$ cat config.mk
export PLATFORM = sky130hd
export DESIGN_NAME = vend_dispense_sched
export DESIGN_NICKNAME = d
export VERILOG_FILES = /design/src/rtl/vend_dispense_sched.sv
export SDC_FILE = /design/constraint.sdc
export NUM_CORES = 1
export LEC_CHECK = 0
export CORE_MARGIN = 5
export CORE_UTILIZATION = 55
export DETAILED_ROUTE_END_ITERATION = 8
export PLACE_DENSITY = 0.85
export SLEW_MARGIN = 0
export SYNTH_ARGS = -nofsm -noshare
export SYNTH_HDL_FRONTEND = slang
export SYNTH_SLANG_ARGS = --single-unit
$ cat constraint.sdc
create_clock -name clk -period 5.4 [get_ports clk]
set_input_delay 1.08 -clock clk [delete_from_list [all_inputs] [get_ports clk]]
set_output_delay 1.08 -clock clk [all_outputs]
set_load 0.01 [all_outputs]
$ cat src/rtl/vend_dispense_sched.sv
// Vend job scheduler: queues {soda, change} events from the vending core and
// sequences the soda motor and the dime/nickel ejectors one job at a time.
module vend_dispense_sched #(
    parameter int DEPTH         = 4,
    parameter int PULSE_LEN     = 3,
    parameter int GAP_LEN       = 2,
    parameter int MOTOR_TIMEOUT = 255
) (
    input  logic                     clk,
    input  logic                     rst,
    input  logic                     vend_i,
    input  logic [2:0]               chan_i,
    input  logic                     motor_done_i,
    input  logic                     err_clr_i,
    output logic                     motor_o,
    output logic                     dime_o,
    output logic                     nick_o,
    output logic                     busy_o,
    output logic                     full_o,
    output logic [$clog2(DEPTH):0]   count_o,
    output logic                     err_o
);
    localparam int AW   = $clog2(DEPTH);
    localparam int CW   = AW + 1;
    localparam int TMAX = (MOTOR_TIMEOUT > PULSE_LEN)
                        ? ((MOTOR_TIMEOUT > GAP_LEN) ? MOTOR_TIMEOUT : GAP_LEN)
                        : ((PULSE_LEN > GAP_LEN) ? PULSE_LEN : GAP_LEN);
    localparam int TW   = $clog2(TMAX + 1);

    typedef enum logic [2:0] {IDLE, LOAD, MOTOR, COIN_ON, COIN_GAP} state_t;

    state_t          state, state_n;
    logic [2:0]      mem [DEPTH];
    logic [AW-1:0]   wptr, rptr;
    logic [CW-1:0]   count;
    logic [2:0]      rem, rem_n;
    logic            dime_sel, dime_sel_n;
    logic [TW-1:0]   tmr, tmr_n;
    logic            pop, push, ovf, tout, full, err, coin_start;

    assign full = (count == CW'(DEPTH));
    assign push = vend_i && (!full || pop);
    assign ovf  = vend_i && full && !pop;

    // One shared timer measures motor time, pulse width and gap width;
    // it restarts from zero on every state change.
    always_comb begin
        state_n    = state;
        rem_n      = rem;
        dime_sel_n = dime_sel;
        tmr_n      = tmr + TW'(1);
        pop        = 1'b0;
        tout       = 1'b0;
        coin_start = 1'b0;
        case (state)
            IDLE: begin
                tmr_n = '0;
                if (count != '0) state_n = LOAD;
            end
            LOAD: begin
                pop     = 1'b1;
                rem_n   = mem[rptr];
                tmr_n   = '0;
                state_n = MOTOR;
            end
            MOTOR: begin
                if (motor_done_i || tmr == TW'(MOTOR_TIMEOUT - 1)) begin
                    tout  = !motor_done_i;
                    tmr_n = '0;
                    if (rem == 3'd0) state_n = IDLE;
                    else             coin_start = 1'b1;
                end
            end
            COIN_ON: begin
                if (tmr == TW'(PULSE_LEN - 1)) begin
                    tmr_n   = '0;
                    state_n = COIN_GAP;
                end
            end
            COIN_GAP: begin
                if (tmr == TW'(GAP_LEN - 1)) begin
                    tmr_n = '0;
                    if (rem == 3'd0) state_n = IDLE;
                    else             coin_start = 1'b1;
                end
            end
            default: state_n = IDLE;
        endcase
        // Dimes first; a lone nickel only when one nickel remains.
        if (coin_start) begin
            state_n    = COIN_ON;
            dime_sel_n = (rem >= 3'd2);
            rem_n      = rem - ((rem >= 3'd2) ? 3'd2 : 3'd1);
        end
    end

    always_ff @(posedge clk) begin
        if (!rst) begin
            state    <= IDLE;
            rem      <= '0;
            dime_sel <= 1'b0;
            tmr      <= '0;
            wptr     <= '0;
            rptr     <= '0;
            count    <= '0;
            err      <= 1'b0;
        end else begin
            state    <= state_n;
            rem      <= rem_n;
            dime_sel <= dime_sel_n;
            tmr      <= tmr_n;
            if (push) wptr <= wptr + AW'(1);
            if (pop)  rptr <= rptr + AW'(1);
            case ({push, pop})
                2'b10:   count <= count + CW'(1);
                2'b01:   count <= count - CW'(1);
                default: count <= count;
            endcase
            if (ovf || tout)    err <= 1'b1;
            else if (err_clr_i) err <= 1'b0;
        end
    end

    always_ff @(posedge clk) begin
        if (push) mem[wptr] <= chan_i;
    end

    assign motor_o = (state == MOTOR);
    assign dime_o  = (state == COIN_ON) && dime_sel;
    assign nick_o  = (state == COIN_ON) && !dime_sel;
    assign busy_o  = (state != IDLE) || (count != '0);
    assign full_o  = full;
    assign count_o = count;
    assign err_o   = err;
endmodule

# After elaboration in Yosys (flattened, before gate mapping)
# Memories as Yosys holds them, arrays and structs flattened. A register that Yosys moved wholly into a read port is not among the register bits.
# Cells that the tools add are included.
# totals
ff_bits	23
latch_bits	0
ramBits	12
romBits	0
inputBits	8
n_memories	1
# op_classes
n_addsub	6
mul	0
div_mod_pow	0
magnitude_cmp	1
n_eq_ne	18
n_shift	0
mux	28
bitwise	1
n_reduce_logical	24
# mem_list
memory	depth	width	rd	rd_clocked_by_memory_dff	wr	line_no	rtl
mem	4	3	1	1	1	33	logic [2:0] mem [DEPTH];
# op_table
cell	count
$pmux W8 S4	1
$mux W8	3
$mux W3	7
$pmux W3 S5	1
$mux W1	10
$ne A3 B3 Y1 const B	3
$add A8 B1 Y8 const B	1
$eq A8 B1 Y1 const B	1
$eq A8 B2 Y1 const B	1
$eq A8 B8 Y1 const B	1
$mux W2	4
$reduce_and A4 Y1	2
$eq A3 B2 Y1 const B	2
$eq A3 B3 Y1 const B	2
$logic_not A3 Y1	2
$ne A2 B2 Y1 const B	3
$pmux W3 S2	1
$reduce_bool A2 Y1	3
$reduce_bool A3 Y1	2
$logic_and A1 B1 Y1	5
$add A2 B1 Y2 const B	2
$logic_not A1 Y1	4
$logic_or A1 B1 Y1	4
$reduce_or A2 Y1	2
11 further kinds	11

# Depth between registers and ports, before layout
# depth
word_depth	6
depth_mapped	7

# Worst setup path before layout
# Ideal clock, no wire load.
# synth_timing
kind	input to register
from	input vend_i
to	register count[2] (netlist: count_o[2])
setup_ns	0.130
arrival_ns	2.989
t_required_ns	5.270
setup_slack_ns	2.281
cell_stages	6
n_path_buf	0
path_cell_list	nor4b_1 > inv_1 > fa_1 > or4b_2 > a21oi_1 > nor3b_1
# synth_via
elab_chain_len	3
# synth_lines
element	line_no	rtl
start: declaration	11	input logic vend_i,
$logic_and A1 B1 Y1 *	42	assign push = vend_i && (!full || pop);
$eq A2 B1 Y1 or $eq A2 B2 Y1 (tied branches)	114	case ({push, pop})
$pmux W3 S2 or $reduce_bool A2 Y1 (tied branches)	--	
end signal: assignment	115	2'b10: count <= count + CW'(1);
end signal: assignment	116	2'b01: count <= count - CW'(1);
end signal: assignment	117	default: count <= count;
end: declaration	35	logic [CW-1:0] count;
# Every way passes the cells marked *; elsewhere a longest branch is shown, timed or not.
# A chain may end at the register's enable or synchronous reset.

# Final worst setup path
# Ends and elaborated chain as after synthesis.

==> summary.md <==
| Metric | Value |
|---|---|
| Ports | `17` |
| Core Region | `3310 sq um` |
| Drt pass-1 iters | `4` |
| Layout area overhead | `14.5%` |
| WP buf/inv | `2` |
| First-pass GRT wire length | `6270 microns` |
| Post-CTS Setup Inserts | `0` |
| Fin. Hold Viols | `0` |
| Hold-fix buffers, CTS | `0` |
| Required @ worst endpoint | `5.62 ns` |
| Die Wd | `68.3 microns` |
| Reg2reg start | `state[0]$_SDFFE_PN0P_` |
| Initial antenna violation count | `0` |
| Setup TNS | `0 ns` |
| Number of remaining DRC errors | `0` |
| CTS tree | `yes` |
| Maximum clock path buffer count | `2` |
| EDFF count, synth | `12` |
| Instance count on the critical path | `7` |
| FF-to-FF setup slack | `2.55 ns` |
| TritonCTS Sinks | `37` |
| Post-DP HPWL | `2780 microns` |
| Post-synthesis sequential area ratio | `0.461` |
| CP startpoint kind | `input pin` |
| CP top delay family | `simple AND/OR/NAND/NOR gates` |
| Synth cell types | `51` |
| CP Cell Sequence | `clkdlybuf4s50_1 > nor4b_1 > inv_1 > fa_1 > or4b_2 > a21oi_1 > nor3b_1` |
| H-Tree Depth | `2` |
| Lkg Pwr | `0.752 nW` |
| Total grt overflow | `0` |
| Crit path capture type | `flop` |
| WS Path Type | `input pin to flop` |
| Worst reg2reg endpoint | `count_o[2]$_SDFFE_PN0P_` |
| Routed Wire Length | `3660 microns` |
| Pwr Total | `0.948 mW` |
| Tcrit/Tclk final | `0.651` |
| Outcome | `completed` |
| PD cells | `443 nW/um^2` |
| Full die area | `4660 sq um` |
| Final Max Tran Viols | `0` |
| Synthesis Warnings | `0` |
| Fraction of layout cells with a size suffix above 1 | `0.113` |
| Crit path DAT | `3.73 ns` |
| Main synth FF type | `dfxtp_1` |
| Clock-pin slew on the worst setup and hold paths | `0.10 ns` |
| Crit-path slowest cell | `nor4b_1` |
| Worst VDD drop | `0.000215 V` |
| Clock skew | `0.0130 ns` |
| # setup viols final | `0` |
| WL/cell | `15.2 microns` |
| Post-cts resize count | `0` |
| Detailed router's first-iteration violation count | `157` |
| Average vias per placed instance | `5.81` |
| Max cap viols | `0` |
| Fillers | `273` |
| Largest net degree at the start of global routing | `14` |
| Vias post-DR | `1400` |
| Die height | `68.3 microns` |
| GP Congestion | `0.904` |
| Hold depth | `1` |
| Min-Delay Endpoint | `tmr[0]$_SDFF_PN0_` |
| RSZ-0062 raised after global routing | `false` |
| Yosys reg bits | `37` |
| Final ANT Viol Nets | `0` |
| Num CTS Buffers | `5` |
| Crit path time final | `3.51 ns` |
| Tot GR Track Use | `0.185` |
| Post-Synthesis Cells | `176` |
| Slew HR | `0.444` |
| Worst Tran Pin Value | `0.822 ns` |
| Clock insertion delay at the later pin of the skew report | `0.34 ns` |
| Syn_area_per_cell | `10.6 sq um` |
| Ant. Diodes | `0` |
| Clock root buffer | `clkbuf_4` |
| Max incr delay on CP | `0.72 ns` |
| Mapped cell area | `1870 sq um` |
| Peak Freq | `285 MHz` |
| R2R cell count | `6` |
| Vias in the first global route | `1423` |
| Min-delay src | `tmr[0]$_SDFF_PN0_` |
| Worst-path maximum fanout | `6` |
| Worst min path class | `flop to flop` |
| Initial Util | `0.565` |
| Port Buf Inserts | `16` |
| Asr flop ratio synth | `0` |
| Nets | `212` |
| Cell row count | `21` |
| Syn Nets | `194` |
-- cell families (layout without fill, tap and decap cells) --
family / Yosys count / count (layout) / share of synthesized area
buffers and inverters: 19 / 38 / 0.0402
multiplexers: 5 / 5 / 0.0469
AO/OA/AOI/OAI: 29 / 29 / 0.126
adder cells (fa/ha/maj): 10 / 10 / 0.0750
XOR/XNOR: 10 / 10 / 0.0469
AND/OR/NAND/NOR: 66 / 66 / 0.205
flip-flops: 37 / 37 / 0.461
-- layout make-up --
class	instances	area (sq um)	share of cell area
multi-input combinational	120	933	0.436
clock inverter	2	35.0	0.0164
inverter	14	52.6	0.0245
timing repair buffer	16	160	0.0748
tap	46	57.6	0.0269
sequential	37	861	0.402
clock buffer	6	41.3	0.0193
-- metrics by stage --
step                      worst slack (ns)  hold WS [ns]   util  cells  instance area, sq um
after floorplan                       2.28         0.468      -    176                  1870
after global placement                1.73         0.488  0.624    233                  2060
after detailed placement              1.55         0.504  0.624    233                  2060
after CTS                             1.90         0.524  0.647    241                  2140
after global routing                  1.66         0.552  0.647    241                  2140
final                                 1.89         0.535  0.647    241                  2140
-- placed cells by master, fill, tap and decap left out, types with 5 or more instances in the layout --
| cell type | n |
|---|---|
| edfxtp_1 | 12 |
| clkbuf_4 | 5 |
| nor3b_1 | 5 |
| nand2_1 | 7 |
| inv_1 | 14 |
| ha_1 | 8 |
| xor2_1 | 6 |
| dfxtp_1 | 25 |
| nand3_1 | 5 |
| clkdlybuf4s50_1 | 16 |
| nor2_1 | 18 |
-- metal layers --
layer	share of wire	track usage	up-vias
li1	-	-	683
met1	0.44	0.211	656
met2	0.48	0.312	53
met3	0.056	0.0525	8
met4	0.021	0.0968	0
met5	0	0	-
-- state kept, by name (all words and copies together), names as in the netlist, 2 cells and up, named ones only --
name,flops
count_o,3
state,3
rem,3
rptr,2
mem,12
tmr,8
wptr,2
-- how the worst max path moves through the flow --
stage           start                       to
2_1_floorplan  vend_i  count_o[2]$_SDFFE_PN0P_
3_3_place_gp   vend_i  count_o[2]$_SDFFE_PN0P_
3_5_place_dp   vend_i  count_o[2]$_SDFFE_PN0P_
4_1_cts        vend_i  count_o[2]$_SDFFE_PN0P_
5_1_grt        vend_i  count_o[2]$_SDFFE_PN0P_
6_report       vend_i  count_o[2]$_SDFFE_PN0P_
-- where the power goes --
| group | internal (mW) | total [mW] | switching, mW |
|---|---|---|---|
| sequential | 0.337 | 0.397 | 0.0596 |
| clock | 0.0971 | 0.186 | 0.0885 |
| combinational | 0.181 | 0.366 | 0.185 |
-- cells in the mapped netlist (2+ instances only) --
cell | number | area (sq um)
nor3_1 | 3 | 15.0
o21ai_0 | 4 | 20.0
edfxtp_1 | 12 | 360
nand3_1 | 5 | 25.0
xor2_1 | 6 | 52.6
nor4_1 | 3 | 18.8
a31oi_1 | 4 | 25.0
nor3b_1 | 5 | 37.5
fa_1 | 2 | 40.0
a21oi_1 | 4 | 20.0
mux2i_1 | 2 | 20.0
clkbuf_1 | 2 | 7.51
or3b_2 | 2 | 17.5
a211oi_1 | 2 | 15.0
mux4_2 | 3 | 67.6
ha_1 | 8 | 100
and2_1 | 4 | 25.0
xnor2_1 | 4 | 35.0
or4b_2 | 2 | 20.0
or3_1 | 4 | 25.0
inv_1 | 14 | 52.6
nand2_1 | 7 | 26.3
dfxtp_1 | 25 | 500
or2_2 | 2 | 12.5
buf_2 | 3 | 15.0
a311oi_1 | 2 | 17.5
nor2_1 | 18 | 67.6
No activity file was read; power rests on OpenSTA's default activity.
